**config.mk**
```make
export PLATFORM = sky130hd
export DESIGN_NAME = button_event
export DESIGN_NICKNAME = d
export VERILOG_FILES = /design/src/rtl/button_event.sv
export SDC_FILE = /design/constraint.sdc
export NUM_CORES = 1
export LEC_CHECK = 0
export BUFFER_PORTS_ARGS = -buffer_cell sky130_fd_sc_hd__buf_4
export CAP_MARGIN = 40
export CORE_MARGIN = 5
export CORE_UTILIZATION = 34
export CTS_CLUSTER_DIAMETER = 150
export DETAILED_ROUTE_END_ITERATION = 8
export GPL_TIMING_DRIVEN = 0
export SLEW_MARGIN = 20
export SYNTH_ARGS = -nofsm -noshare
export SYNTH_HDL_FRONTEND = slang
export SYNTH_SLANG_ARGS = --single-unit
export TNS_END_PERCENT = 30
```
**constraint.sdc**
```tcl
create_clock -name clock -period 1.9 [get_ports clock]
set_input_delay 0.095 -clock clock [delete_from_list [all_inputs] [get_ports clock]]
set_output_delay 0.095 -clock clock [all_outputs]
set_load 0.03 [all_outputs]
```
**src/rtl/button_event.sv**
```systemverilog
// Button event generator: turns a debounced button level into press, release,
// long-press and auto-repeat pulses, plus held/long-hold levels and a press counter.
module button_event #(
    parameter int LONG_CYCLES   = 1000,
    parameter int REPEAT_CYCLES = 250,
    parameter int CNT_W         = 10
) (
    input  logic       clock,
    input  logic       reset_n,
    input  logic       btn_level,
    output logic       press_pulse,
    output logic       release_pulse,
    output logic       long_pulse,
    output logic       repeat_pulse,
    output logic       held,
    output logic       long_active,
    output logic [7:0] press_count
);

    typedef enum logic [1:0] {
        IDLE   = 2'd0,
        PRESS  = 2'd1,
        REPEAT = 2'd2
    } state_t;

    localparam logic [CNT_W-1:0] LONG_LAST   = CNT_W'(LONG_CYCLES - 1);
    localparam logic [CNT_W-1:0] REPEAT_LAST = CNT_W'(REPEAT_CYCLES - 1);

    state_t           state_q, state_d;
    logic [CNT_W-1:0] cnt_q, cnt_d;
    logic             press_pulse_q, press_pulse_d;
    logic             release_pulse_q, release_pulse_d;
    logic             long_pulse_q, long_pulse_d;
    logic             repeat_pulse_q, repeat_pulse_d;
    logic [7:0]       press_count_q, press_count_d;

    always_comb begin
        // NOTE: every signal gets a default before the case so no path leaves one unassigned (no latches).
        state_d         = state_q;
        cnt_d           = cnt_q;
        press_pulse_d   = 1'b0;
        release_pulse_d = 1'b0;
        long_pulse_d    = 1'b0;
        repeat_pulse_d  = 1'b0;
        press_count_d   = press_count_q;

        case (state_q)
            IDLE: begin
                cnt_d = '0;
                if (btn_level) begin
                    state_d       = PRESS;
                    press_pulse_d = 1'b1;
                    press_count_d = press_count_q + 8'd1;
                end
            end
            PRESS: begin
                // Release is tested first so it wins over a long-press on the same edge.
                if (!btn_level) begin
                    state_d         = IDLE;
                    cnt_d           = '0;
                    release_pulse_d = 1'b1;
                end else if (cnt_q == LONG_LAST) begin
                    state_d      = REPEAT;
                    cnt_d        = '0;
                    long_pulse_d = 1'b1;
                end else begin
                    cnt_d = cnt_q + CNT_W'(1);
                end
            end
            REPEAT: begin
                if (!btn_level) begin
                    state_d         = IDLE;
                    cnt_d           = '0;
                    release_pulse_d = 1'b1;
                end else if (cnt_q == REPEAT_LAST) begin
                    cnt_d          = '0;
                    repeat_pulse_d = 1'b1;
                end else begin
                    cnt_d = cnt_q + CNT_W'(1);
                end
            end
            default: begin
                state_d = IDLE;
                cnt_d   = '0;
            end
        endcase
    end

    // NOTE: sequential state uses non-blocking assignments so all flops update from pre-edge values.
    always_ff @(posedge clock or negedge reset_n) begin
        if (!reset_n) begin
            state_q         <= IDLE;
            cnt_q           <= '0;
            press_pulse_q   <= 1'b0;
            release_pulse_q <= 1'b0;
            long_pulse_q    <= 1'b0;
            repeat_pulse_q  <= 1'b0;
            press_count_q   <= 8'd0;
        end else begin
            state_q         <= state_d;
            cnt_q           <= cnt_d;
            press_pulse_q   <= press_pulse_d;
            release_pulse_q <= release_pulse_d;
            long_pulse_q    <= long_pulse_d;
            repeat_pulse_q  <= repeat_pulse_d;
            press_count_q   <= press_count_d;
        end
    end

    assign press_pulse   = press_pulse_q;
    assign release_pulse = release_pulse_q;
    assign long_pulse    = long_pulse_q;
    assign repeat_pulse  = repeat_pulse_q;
    assign press_count   = press_count_q;
    assign held          = (state_q == PRESS) || (state_q == REPEAT);
    assign long_active   = (state_q == REPEAT);

endmodule

```
==> impl_metrics.py <==
metrics = {
    "power_and_ir_drop": {
        "switching_share_pct": 37.3,
        "p_switching_uw": 639,
        "pwr_density_cell_nw_per_um2": 1240,
        "comb_power_share_pct": 37.7,
        "vdd_ir_drop_max_mv": 0.311,
        "intPower_mw": 1.08,
        "clockPowerShare_pct": 21.3,
        "p_leak_nw": 0.615,
        "p_seq_share_pct": 41.0,
    },
    "global_route": {
        "grt.busiest_layer": "met2",
        "grt_antenna_before_repair": 0,
        "use_met2_pct": 17.6,
        "grt_max_degree": 25,
        "grtUsageMet3_pct": 2.00,
        "grt_overflow_total": 0,
        "gr-usage-all-layers_pct": 10.3,
        "grt_use_met1_pct": 12.2,
        "grt_pass1_vias": 773,
        "grt_pass1_wl_um": 3550,
    },
    "cells_and_area": {
        "design_area_sq_um": 1380,
        "fin_nets": 136,
        "antenna_cells": 0,
        "drive_above_1_share_pct": 19.8,
        "syn2layout_area_growth_pct": 22.1,
    },
    "synth": {
        "synth_nets": 113,
        "avgSynthCellArea_sq_um": 10.9,
        "syn_area_sq_um": 1130,
        "yosys_warnings": 0,
        "synth_edf_count": 0,
        "yosysSeqAreaShare_pct": 53.0,
        "synth_top_cells_by_area": "dfrtp_1 53%, xnor2_1 8.5%, ha_1 6.6%",
        "netlist_instances": 104,
        "yosysTopAreaCellShare_pct": 53.0,
        "synthArstFlopShare_pct": 100,
        "ys_types": 26,
        "synth_top_area_cell": "dfrtp_1",
        "ys_top_cells_by_count": "24 x dfrtp_1, 13 x nor2_1, 11 x xnor2_1, 10 x nand2_1",
        "ys_seq_elements": 24,
        "synthFlopType": "dfrtp_1",
        "synth_most_common_cell": "dfrtp_1",
    },
    "cts": {
        "cts_buffers": 3,
        "hold_buffers": 2,
        "clk_pin_slew_ns": 0.13,
        "cts_tree": "yes",
        "root_buffer": "clkbuf_4",
        "post_cts_resized": 0,
        "cts_buffer_depth": 2,
        "htreeDepth": 1,
        "clock-sinks": 24,
        "cts_setup_buffers": 0,
        "insertion_delay_ns": 0.31,
    },
    "setup_path": {
        "crit_path_end_kind": "register",
        "path_max_fanout": 10,
        "required_ns": 2.10,
        "cp.arrival_ns": 1.90,
        "crit_type": "register to register",
        "start_kind": "register",
        "r2r_cells": 6,
    },
    "place": {
        "dpl.hpwl_um": 1540,
        "io_buffers": 16,
        "gp_congestion": 0.746,
        "dpl-instance-area_sq_um": 1310,
    },
    "route": {
        "wl_um": 2080,
        "drc_errors": 0,
        "vias": 801,
        "drt-initial-drc-count": 34,
        "wire_per_inst_um": 12.1,
        "first_pass_iters": 4,
        "vias_per_cell": 4.66,
        "ant_nets": 0,
    },
    "floorplan": {
        "core_sq_um": 3280,
        "start_util_pct": 34.5,
        "io_pins": 17,
        "die_w_um": 67.7,
        "die_height_um": 67.7,
        "die_area_sq_um": 4590,
        "rows": 21,
    },
    "timing": {
        "finalSetupViolations": 0,
        "final_hold_viol_count": 0,
        "finalCritPeriodShare_pct": 90.0,
        "max_clock_freq_mhz": 585,
        "relSlewSlack_pct": 69.8,
        "finalSetupTns_ns": 0,
        "final-max-slew-violation-count": 0,
        "period_needed_ns": 1.71,
        "rsz0062_at_grt": "no",
        "worst_slew_pin_slew_ns": 0.452,
        "fin_worst_skew_ns": 0.00450,
    },
    "flow_run": {
        "cap_viol_max_count": 0,
    },
    "outcome": {
        "outcome": "finished, final reports clean",
    },
    "min_path": {
        "hold_path_class": "input pin to async pin",
    },
}
## cells in the final DEF (no fill, tap or decap), types with 4 or more instances in the layout
cell type | synthesis | final
nand3_1 | 6 | 6
nor2_1 | 13 | 13
ha_1 | 6 | 6
buf_4 | 0 | 16
nand2_1 | 10 | 10
inv_1 | 6 | 6
xor2_1 | 4 | 4
xnor2_1 | 11 | 11
dfrtp_1 | 24 | 24
## sequential cells by signal, summed over array words and instances (netlist names)
register and count:
cnt_q 10, press_count 8, state_q 2, long_pulse 1, press_pulse 1, release_pulse 1
repeat_pulse 1
## area by class of cell
type / instances / area, sq um
Fill cell: 327 / 1900
Sequential cell: 24 / 601
Multi-Input combinational cell: 74 / 510
Timing Repair Buffer: 18 / 140
Tap cell: 46 / 57.6
Clock inverter: 1 / 30.0
Clock buffer: 3 / 22.5
Inverter: 6 / 22.5
## logic make-up (layout without fill, tap and decap cells)
family | after synthesis | after routing | synth area share, %
buffers and inverters | 6 | 28 | 1.99
muxes | 1 | 1 | 0.993
AOI/OAI and AO/OA | 10 | 10 | 6.73
DFF | 24 | 24 | 53.0
xor gates and xnor gates | 15 | 15 | 11.6
and+or+nand+nor | 42 | 42 | 19.1
adders and majority gates | 6 | 6 | 6.62
## per-stage QoR
step	worst slack [ns]	util [%]	power [mW]	hold slack (ns)	instances
5_1_grt	0.0110	42.1	1.82	0.194	172
3_3_place_gp	0.238	39.9	1.34	0.00686	166
3_5_place_dp	0.191	39.9	1.37	0.0109	166
4_1_cts	0.155	42.1	1.74	0.201	172
2_1_floorplan	0.292	-	1.13	-0.201	104
6_report	0.191	42.1	1.71	0.198	172
## worst max-delay path, stage by stage, from the launching register on
cell,delay (ns)
dfrtp_1,0.42
inv_1,0.06
ha_1,0.13
nor4b_2,0.25
a31oi_1,0.17
o31ai_4,0.46
nor2_1,0.10
## layer usage
metal	wire length [um]	vias to the layer above
met5	0	-
met4	39	0
met3	77	4
met2	1030	15
met1	930	387
li1	-	395
## power groups by stage
stage	Clock (mW)	Sequential [mW]	Combinational (mW)
after CTS	0.379	0.707	0.658
after detailed placement	0	0.718	0.654
after floorplan	0	0.835	0.300
after global routing	0.402	0.717	0.705
final	0.364	0.703	0.647
after global placement	0	0.707	0.635
## final timing paths
check                                                start                          to  slack (ns)
worst min register to register  press_count[7]$_DFFE_PN0P_  press_count[7]$_DFFE_PN0P_        0.49
max in group asynchronous                          reset_n          cnt_q[6]$_DFF_PN0_        1.47
worst max register to register          cnt_q[1]$_DFF_PN0_          cnt_q[7]$_DFF_PN0_        0.19
worst max-delay path                    cnt_q[1]$_DFF_PN0_          cnt_q[7]$_DFF_PN0_        0.19
min in group clock              press_count[7]$_DFFE_PN0P_  press_count[7]$_DFFE_PN0P_        0.49
worst min-delay path                               reset_n  press_count[0]$_DFFE_PN0P_        0.20
Power figures use the tool's default switching activity.
